<file path="config.mk">
export PLATFORM = sky130hd
export DESIGN_NAME = mem_port_arbiter
export DESIGN_NICKNAME = d
export VERILOG_FILES = /design/src/rtl/mem_port_arbiter_pkg.sv /design/src/rtl/mem_arb_rr.sv /design/src/rtl/mem_port_arbiter.sv
export SDC_FILE = /design/constraint.sdc
export NUM_CORES = 1
export LEC_CHECK = 0
export CORE_MARGIN = 4
export CORE_UTILIZATION = 46
export CTS_CLUSTER_DIAMETER = 200
export DETAILED_ROUTE_END_ITERATION = 16
export GPL_TIMING_DRIVEN = 0
export PLACE_DENSITY = 0.86
export SYNTH_ARGS = -nofsm -noshare
export SYNTH_HDL_FRONTEND = slang
export SYNTH_HIERARCHICAL = 1
export SYNTH_SLANG_ARGS = --single-unit
</file>
<file path="constraint.sdc">
create_clock -name CLK -period 4.2 [get_ports CLK]
set_clock_uncertainty 0.05 [all_clocks]
set_input_delay 0.84 -clock CLK [delete_from_list [all_inputs] [get_ports CLK]]
set_output_delay 0.84 -clock CLK [all_outputs]
set_load 0.03 [all_outputs]
</file>
<file path="src/rtl/mem_port_arbiter_pkg.sv">
// Shared definitions for the memory port arbiter: FSM state encoding and
// owner codes, reused by the control logic and the testbench.
package mem_port_arbiter_pkg;

  typedef enum logic [1:0] {
    ST_IDLE   = 2'd0,
    ST_ACCESS = 2'd1,
    ST_RESP   = 2'd2
  } arb_state_e;

  localparam logic [1:0] OWN_NONE = 2'b00;
  localparam logic [1:0] OWN_CPU  = 2'b01;
  localparam logic [1:0] OWN_LDR  = 2'b10;

  // One-hot grant {ldr, cpu} to the owner code reported on the owner port.
  function automatic logic [1:0] owner_code(input logic [1:0] gnt);
    case (gnt)
      2'b01:   return OWN_CPU;
      2'b10:   return OWN_LDR;
      default: return OWN_NONE;
    endcase
  endfunction

endpackage

</file>
<file path="src/rtl/mem_arb_rr.sv">
// Two-input round-robin grant: on a tie the requester not served last wins.
// Request/grant bit 0 is the CPU, bit 1 the loader.
module mem_arb_rr (
  input  logic [1:0] req_i,
  input  logic       last_ldr_i,
  output logic [1:0] gnt_o
);

  // Combinational one-hot grant selection.
  always_comb begin
    gnt_o = 2'b00;
    case (req_i)
      2'b01:   gnt_o = 2'b01;
      2'b10:   gnt_o = 2'b10;
      2'b11:   gnt_o = last_ldr_i ? 2'b01 : 2'b10;
      default: gnt_o = 2'b00;
    endcase
  end

endmodule

</file>
<file path="src/rtl/mem_port_arbiter.sv">
// Arbitrates a CPU and a program-loader requester onto one memory port,
// with a bounded wait for mem_ready and fully registered outputs.
module mem_port_arbiter
  import mem_port_arbiter_pkg::*;
#(
  parameter int TIMEOUT = 15
) (
  input  logic        CLK,
  input  logic        Reset,
  input  logic        cpu_req,
  input  logic        cpu_we,
  input  logic [15:0] cpu_addr,
  input  logic [15:0] cpu_wdata,
  output logic [15:0] cpu_rdata,
  output logic        cpu_ack,
  input  logic        ldr_req,
  input  logic        ldr_we,
  input  logic [15:0] ldr_addr,
  input  logic [15:0] ldr_wdata,
  output logic [15:0] ldr_rdata,
  output logic        ldr_ack,
  output logic        mem_en,
  output logic        mem_we,
  output logic [15:0] mem_addr,
  output logic [15:0] mem_wdata,
  input  logic [15:0] mem_rdata,
  input  logic        mem_ready,
  output logic        err,
  output logic [1:0]  owner
);

  localparam logic [7:0] TIMEOUT_C = 8'(TIMEOUT);

  arb_state_e  state_q;
  logic        sel_ldr_q;
  logic        last_ldr_q;
  logic [7:0]  tmo_cnt_q;
  logic        mem_en_q;
  logic        mem_we_q;
  logic [15:0] mem_addr_q;
  logic [15:0] mem_wdata_q;
  logic [15:0] cpu_rdata_q;
  logic [15:0] ldr_rdata_q;
  logic        cpu_ack_q;
  logic        ldr_ack_q;
  logic        err_q;
  logic [1:0]  owner_q;

  logic [1:0]  req_s;
  logic [1:0]  gnt_s;
  logic        done_s;
  logic [15:0] rdata_d;

  assign req_s   = {ldr_req, cpu_req};
  assign done_s  = mem_ready || (tmo_cnt_q == TIMEOUT_C);
  assign rdata_d = mem_ready ? mem_rdata : 16'h0000;

  mem_arb_rr u_rr (
    .req_i      (req_s),
    .last_ldr_i (last_ldr_q),
    .gnt_o      (gnt_s)
  );

  // Arbiter FSM; every output is a register written here.
  always_ff @(posedge CLK or negedge Reset) begin
    if (!Reset) begin
      state_q     <= ST_IDLE;
      sel_ldr_q   <= 1'b0;
      last_ldr_q  <= 1'b1;
      tmo_cnt_q   <= 8'd0;
      mem_en_q    <= 1'b0;
      mem_we_q    <= 1'b0;
      mem_addr_q  <= 16'h0000;
      mem_wdata_q <= 16'h0000;
      cpu_rdata_q <= 16'h0000;
      ldr_rdata_q <= 16'h0000;
      cpu_ack_q   <= 1'b0;
      ldr_ack_q   <= 1'b0;
      err_q       <= 1'b0;
      owner_q     <= OWN_NONE;
    end else begin
      case (state_q)
        ST_IDLE: begin
          cpu_ack_q <= 1'b0;
          ldr_ack_q <= 1'b0;
          err_q     <= 1'b0;
          if (gnt_s != 2'b00) begin
            state_q     <= ST_ACCESS;
            sel_ldr_q   <= gnt_s[1];
            last_ldr_q  <= gnt_s[1];
            owner_q     <= owner_code(gnt_s);
            tmo_cnt_q   <= 8'd1;
            mem_en_q    <= 1'b1;
            mem_we_q    <= gnt_s[1] ? ldr_we    : cpu_we;
            mem_addr_q  <= gnt_s[1] ? ldr_addr  : cpu_addr;
            mem_wdata_q <= gnt_s[1] ? ldr_wdata : cpu_wdata;
          end else begin
            owner_q   <= OWN_NONE;
            tmo_cnt_q <= 8'd0;
          end
        end
        ST_ACCESS: begin
          // mem_ready wins over a timeout landing on the same cycle.
          if (done_s) begin
            state_q     <= ST_RESP;
            tmo_cnt_q   <= 8'd0;
            mem_en_q    <= 1'b0;
            mem_we_q    <= 1'b0;
            mem_addr_q  <= 16'h0000;
            mem_wdata_q <= 16'h0000;
            err_q       <= !mem_ready;
            if (sel_ldr_q) begin
              ldr_ack_q   <= 1'b1;
              ldr_rdata_q <= rdata_d;
            end else begin
              cpu_ack_q   <= 1'b1;
              cpu_rdata_q <= rdata_d;
            end
          end else begin
            tmo_cnt_q <= tmo_cnt_q + 8'd1;
          end
        end
        ST_RESP: begin
          state_q   <= ST_IDLE;
          cpu_ack_q <= 1'b0;
          ldr_ack_q <= 1'b0;
          err_q     <= 1'b0;
          owner_q   <= OWN_NONE;
        end
        default: begin
          state_q   <= ST_IDLE;
          tmo_cnt_q <= 8'd0;
          mem_en_q  <= 1'b0;
          cpu_ack_q <= 1'b0;
          ldr_ack_q <= 1'b0;
          err_q     <= 1'b0;
          owner_q   <= OWN_NONE;
        end
      endcase
    end
  end

  assign mem_en    = mem_en_q;
  assign mem_we    = mem_we_q;
  assign mem_addr  = mem_addr_q;
  assign mem_wdata = mem_wdata_q;
  assign cpu_rdata = cpu_rdata_q;
  assign ldr_rdata = ldr_rdata_q;
  assign cpu_ack   = cpu_ack_q;
  assign ldr_ack   = ldr_ack_q;
  assign err       = err_q;
  assign owner     = owner_q;

endmodule

</file>
==> results.md <==
- Synth-to-Final Area Change: 51.74%
- Rel. slew slack: 0.5896
- DIE WIDTH: about 97 um
- Pwr Total: ~4.0 mW
- Mean post-synth cell area: 12.41 um^2
- Final ANT Viol Nets: 0
- Switching Fraction: 0.4296
- Max cap viols: 0
- Period Utilization, post-route: 0.6291
- Num CTS Buffers: 9
- Core Area: 0.007727 mm^2
- CTS Buffer Depth: 2
- Cell count after synthesis: 296
- Crit-path max FO: 10
- Post-synth EDFFs: 0
- Initial antenna violation count: 0
- Critical-path cell list: clkdlybuf4s50_1 -> a21boi_0 -> buf_2 -> buf_1 -> mux2i_1 -> o2bb2ai_1
- CP Launch Type: primary input
- Max Fclk: 0.3785 GHz
- Max Slew Vio Count: 0
- RR Endpoint: mem_addr[14]
- # hold bufs at CTS: 0
- H-tree depth: 3
- Latest clock arrival within the worst-skew pair: around 340 ps
- Commonest cells after routing, fill and taps aside: 156 x clkdlybuf4s50_1, 82 x dfrtp_1, 48 x o2bb2ai_1
- I/O pin cnt: 158
- Diodes inserted: 0
- Share of layout cells above drive strength 1: 0.09787
- Most common cell after layout, fill and taps aside: clkdlybuf4s50_1
- Num rows: 32
- Largest stage delay, worst path: between 500 and 600 ps
- Sequential share of power: 0.331
- Routability congestion estimate: around 0.8
- Unrepaired setup endpoints after global routing: false
- Mapped Nets: 384
- NetSw: 1.699 mW
- Actual slew at the worst max-slew pin: between 600 and 700 ps
- VDD IR max: 0.4217 mV
- Overall Global Routing Usage: 0.2130
- DR vias/cell: ~5.4
- FILL cells: ~540
- DRC: 0
- Detail Placement HPWL: 7.778 mm
- Starting Density: 0.4754
- CTS tree: yes
- Crit path from: ldr_req
- Register area share after synthesis: 0.5657
- Static leakage: around 2.3 nW
- CTS Sinks: 83
- Post_cts resized: 0
- WS Path Type: primary input to register
- Critical path required time: 4360 ps
- FF+latch count, synth: 83
- Iteration-0 DRC count of the detailed router: 113
- Post-CTS setup buffer count: 0
- Vias: 3111
- Nets: 553
- Crit-path slowest cell: buf_1
- Synth unique cells: 45
- HP Class: primary input to asynchronous set/reset pin
- Clock-pin slew on the worst setup and hold paths: 80 ps
- Quantity of I/O buffers inserted on ports: 157
- Worst setup EP type: register
- Final setup vio count: 0
- Outcome: complete, no violations
- Primary FF master, synth: dfrtp_1
- Root Buffer: clkbuf_8
- RR Startpoint: last_ldr_q
- Die outline height: 97.37 um
- First-pass GRT wire length: around 16 mm
- Synthesis Warnings: 6
- Initial DRT Pass Iterations: 4
- Hold Fails Final Rpt: 0
- Reg area: 0.002078 mm^2
- Grt ovf: 0
- Multi-input gate area: roughly 0.0014 mm^2
- Largest net degree at the start of global routing: 56
- PD cells: 709.4 mW/mm^2
- Die area: 0.009480 mm^2
- Mapped Area: about 0.0037 mm^2
- P_int: 2.255 mW
- Async SR Flop Fraction: 1.000
- Flop-to-flop setup slack: 2180 ps
- Critical Path AT: 2800 ps
- Clock Power Share: 0.128
- Min Tclk post-route: 2642 ps
- WHS: 366.4 ps
- Vias in the first global route: approximately 3300
- Routed WL: 10.01 mm
- WL/cell: 17.50 um
- Reg2reg path depth: 5
- Power share of the combinational group: 0.540
worst max path at each step:
stage                         end  slack, ps  cells after the start
finish               mem_addr[14]       1560                      6
global route         mem_addr[12]       1360                      6
CTS                  mem_addr[14]       1560                      6
detailed placement   mem_addr[13]       1190                      6
global placement    cpu_rdata[14]       -640                      1
floorplan            mem_addr[10]       1960                      5
cells in the mapped netlist, drive strengths merged (2+ instances only):
library cell	instances	area share
a21oi	8	0.011
nor2b	2	0.0034
dfrtp	82	0.56
nand2	26	0.027
a22o	4	0.0095
a21boi	2	0.0041
o21ai	6	0.0092
or2	2	0.0034
and2	2	0.0037
clkbuf	6	0.0089
nor2	13	0.013
mux2i	33	0.090
buf	18	0.033
nand3	4	0.0089
a32o	16	0.044
a31oi	4	0.0068
o2bb2ai	49	0.12
inv	2	0.0020
flip-flops by register name, summed over array words and instances, names as in the netlist:
signal / flops
cpu_ack: 1
cpu_rdata: 16
err: 1
last_ldr_q: 1
ldr_ack: 1
ldr_rdata: 16
mem_addr: 16
mem_en: 1
mem_wdata: 16
mem_we: 1
owner: 2
sel_ldr_q: 1
state_q: 2
tmo_cnt_q: 8
cell type report:
| type | instances | share of cell area |
|---|---|---|
| flip-flops and latches | 83 | 0.3728 |
| repair buffers | 158 | 0.2864 |
| multi-input cells | 186 | 0.2552 |
| plain buffers | 25 | 0.02963 |
| well taps | 102 | 0.02290 |
| clock buffers | 9 | 0.02222 |
| clock inverters | 7 | 0.009428 |
| inverters | 2 | 0.001347 |
power groups by stage:
| stage | combinational (mW) | clock, mW | sequential [mW] |
|---|---|---|---|
| global placement | 2.11 | 0 | 1.31 |
| finish | 2.14 | 0.507 | 1.31 |
| global route | 2.25 | 0.557 | 1.35 |
| CTS | 2.15 | 0.519 | 1.31 |
| detailed placement | 2.15 | 0 | 1.31 |
| floorplan | 0.686 | 0 | 1.86 |
metal layers:
| layer | part of all wire | wire [um] | vias to the layer above | track usage |
|---|---|---|---|---|
| met2 | 0.53 | 5275 | 98 | 0.3743 |
| li1 | - | - | 1456 | - |
| met5 | 0 | 0 | - | 0 |
| met4 | 0.029 | 291 | 0 | 0.09052 |
| met3 | 0.052 | 519 | 24 | 0.04307 |
| met1 | 0.39 | 3924 | 1533 | 0.2527 |
kinds of logic (layout without fill, tap and decap cells):
logic type / count (synthesis) / in the layout / share of synthesized area
AND/OR/NAND/NOR: 58 / 58 / 0.07800
buffers and inverters: 27 / 201 / 0.04700
flip-flops: 83 / 83 / 0.5657
AO/OA/AOI/OAI: 94 / 94 / 0.2159
multiplexers: 33 / 33 / 0.08992
adder cells (fa/ha/maj): 1 / 1 / 0.003405
critical path: cells and delay by family:
family                 cells  cell delay (ps)
buffers and inverters      3             1310
AOI/OAI and AO/OA          2              370
muxes                      1              280
per-stage QoR:
step	cells	setup slack [ps]	cell area [um^2]	setup TNS, ps	utilization
floorplan	296	1959	3674	0	-
global placement	555	-640.4	5373	-52170	0.6953
detailed placement	556	1192	5398	0	0.6985
CTS	572	1559	5574	0	0.7213
global route	572	1356	5574	0	0.7213
finish	572	1558	5574	0	0.7213
(Power assumes the default switching activity.)
==> patch, RTL diff (config.mk and constraints unchanged) <==
Register the output `err` once more, with the module's reset; this adds one clock of latency there. The other outputs are not delayed to match.
--- a/src/rtl/mem_port_arbiter.sv
+++ b/src/rtl/mem_port_arbiter.sv
@@ -149,5 +149,11 @@
   assign cpu_ack   = cpu_ack_q;
   assign ldr_ack   = ldr_ack_q;
-  assign err       = err_q;
+  always_ff @(posedge CLK or negedge Reset) begin
+    if (!Reset) begin
+      err <= '0;
+    end else begin
+      err <= err_q;
+    end
+  end
   assign owner     = owner_q;
 
Behaviour: no difference found for any inputs over 10 cycles, from zero or initial values and one cycle with Reset low; that may be too few to reach the edited logic, so the function may still have changed.
==> patch against the original RTL <==
- sequential power hardly changed
- via count decreased by 1.0%
- register-to-register slack got worse by 0.07 ns
- setup slack got worse by 0.067 ns
- area after synthesis rose by 0.34%
- power grew 2.5%
- global-route usage rose by 0.84 points
- final area rose by 0.76%
- wire length increased by 4.5%
- sequential cell count up 1
- clock power is 19% higher
- cell count down 0.17%
- critical endpoint is now mem_addr[7]
- largest cell class unchanged
==> patch: results (changes against the original RTL) <==
Status
  – Run status: complete, no violations (unchanged)

Placement
  – Placer Congestion: 0.812 (was 0.817)
  – Placed cell areas: 5410 sq um (was 5400 sq um)
  – Detailed Place HPWL: 7930 um (was 7780 um)
  – Port Buffers: 157 (unchanged)

Logic synthesis
  – Distinct cell type count after synthesis: 42 (was 45)
  – Synth Area in Compound Gates: 0.211 (was 0.216)
  – Adder-Cell Fraction of Synth Area: 0.00339 (was 0.00341)
  – Area contributors post-synth: dfrtp_1 (56%), o2bb2ai_1 (12%), mux2i_1 (9.0%) (was dfrtp_1 (56%), o2bb2ai_1 (11%), mux2i_1 (9.0%))
  – Commonest cells post-synth: dfrtp_1 (83), o2bb2ai_1 (49), mux2i_1 (33), nand2_1 (28), a32o_1 (16) (was dfrtp_1 (82), o2bb2ai_1 (48), mux2i_1 (33), nand2_1 (26), a32o_1 (16))
  – Mux contribution to synthesized area: 0.0896 (was 0.0899)
  – Synth Area in XOR/XNOR: 0.00238 (was 0)

Power
  – Peak supply drop: 356 uV (was 422 uV)
  – Net Sw Frac: 0.414 (was 0.430)
  – Lkg Pwr: 2.33 nW (about the same)

Setup path
  – Max stage delay on crit path: 0.56 ns (was 0.52 ns)
  – Reg-to-reg slack, setup: 2.11 ns (was 2.18 ns)
  – Critical R2R Capture: mem_addr[7] (was mem_addr[14])
  – CP arrival: 2.87 ns (was 2.80 ns)

Layout
  – Layout cells sized above 1: 0.0810 (was 0.0979)

Routing
  – Detailed Route WL: 10500 um (was 10000 um)
  – DR vias/cell: 5.39 (was 5.44)
  – Initial drt markers: 132 (was 113)

Global route
  – Vias in the first global route: 3340 (was 3308)
  – GRT Overall Usage: 0.221 (was 0.213)
  – First-pass GRT wire length: 16900 um (was 16400 um)

Worst hold path
  – Hold Path Class: flip-flop to flip-flop (was input pin to asynchronous set/reset pin)

Timing
  – Max-slew headroom: 0.543 (was 0.590)
## patch: cell types whose count changed after synthesis, sizes merged, moves of 2 or more
cell,delta
nor3b,+3
a31oi,-2
or2,-2
a21oi,-2
clkbuf,+4
buf,-5
o21ai,+4
nand2,+2
## patch: worst max-delay path by stage
stage                        from          end  slack, ns
after floorplan           ldr_req  mem_addr[0]       1.89
after global placement      Reset  mem_addr[0]      -0.66
after global routing      ldr_req  mem_addr[7]       1.32
after CTS                 ldr_req  mem_addr[7]       1.47
final                     ldr_req  mem_addr[7]       1.49
after detailed placement  ldr_req  mem_addr[7]       1.10
## patch: routing by layer
metal | GRT usage | vias up | part of all wire
li1 | - | 1446 | -
met1 | 0.260 | 1533 | 0.39
met2 | 0.404 | 83 | 0.55
met3 | 0.0431 | 18 | 0.043
met4 | 0.0714 | 0 | 0.019
met5 | 0 | - | 0
## patch: kinds of logic (layout without fill, tap and decap cells)
group	after synthesis	count (layout)
AO/OA/AOI/OAI	93	93
XOR/XNOR	1	1
adder cells (fa/ha/maj)	1	1
buffers and inverters	26	199
flip-flops	84	84
multiplexers	33	33
AND/OR/NAND/NOR	58	58
## patch: layout make-up
type                       instances  area, sq um  area share
sequential                        84         2100       0.374
timing repair buffer             158         1600       0.284
multi-input combinational        186         1420       0.252
buffer                            23          154      0.0274
clock buffer                      11          131      0.0234
tap                              102          128      0.0227
clock inverter                     4         75.1      0.0134
inverter                           3         11.3     0.00200
## patch: worst max-delay path, delay by kind of cell
family | cells | cell delay (ns)
compound gates | 2 | 0.37
buf+inv | 3 | 1.36
mux | 1 | 0.29
## patch: metrics by stage
stage	hold slack [ns]	std cells	worst slack, ns
after floorplan	0.304	296	1.89
after global placement	0.310	555	-0.659
after detailed placement	0.320	556	1.10
after CTS	0.338	571	1.47
after global routing	0.346	571	1.32
final	0.336	571	1.49
## patch: power groups by stage
stage               clock, mW  sequential, mW  combinational (mW)
global placement            0            1.31                2.10
finish                  0.602            1.31                2.14
CTS                     0.615            1.31                2.16
floorplan                   0            1.87               0.681
detailed placement          0            1.32                2.14
global route            0.657            1.35                2.26
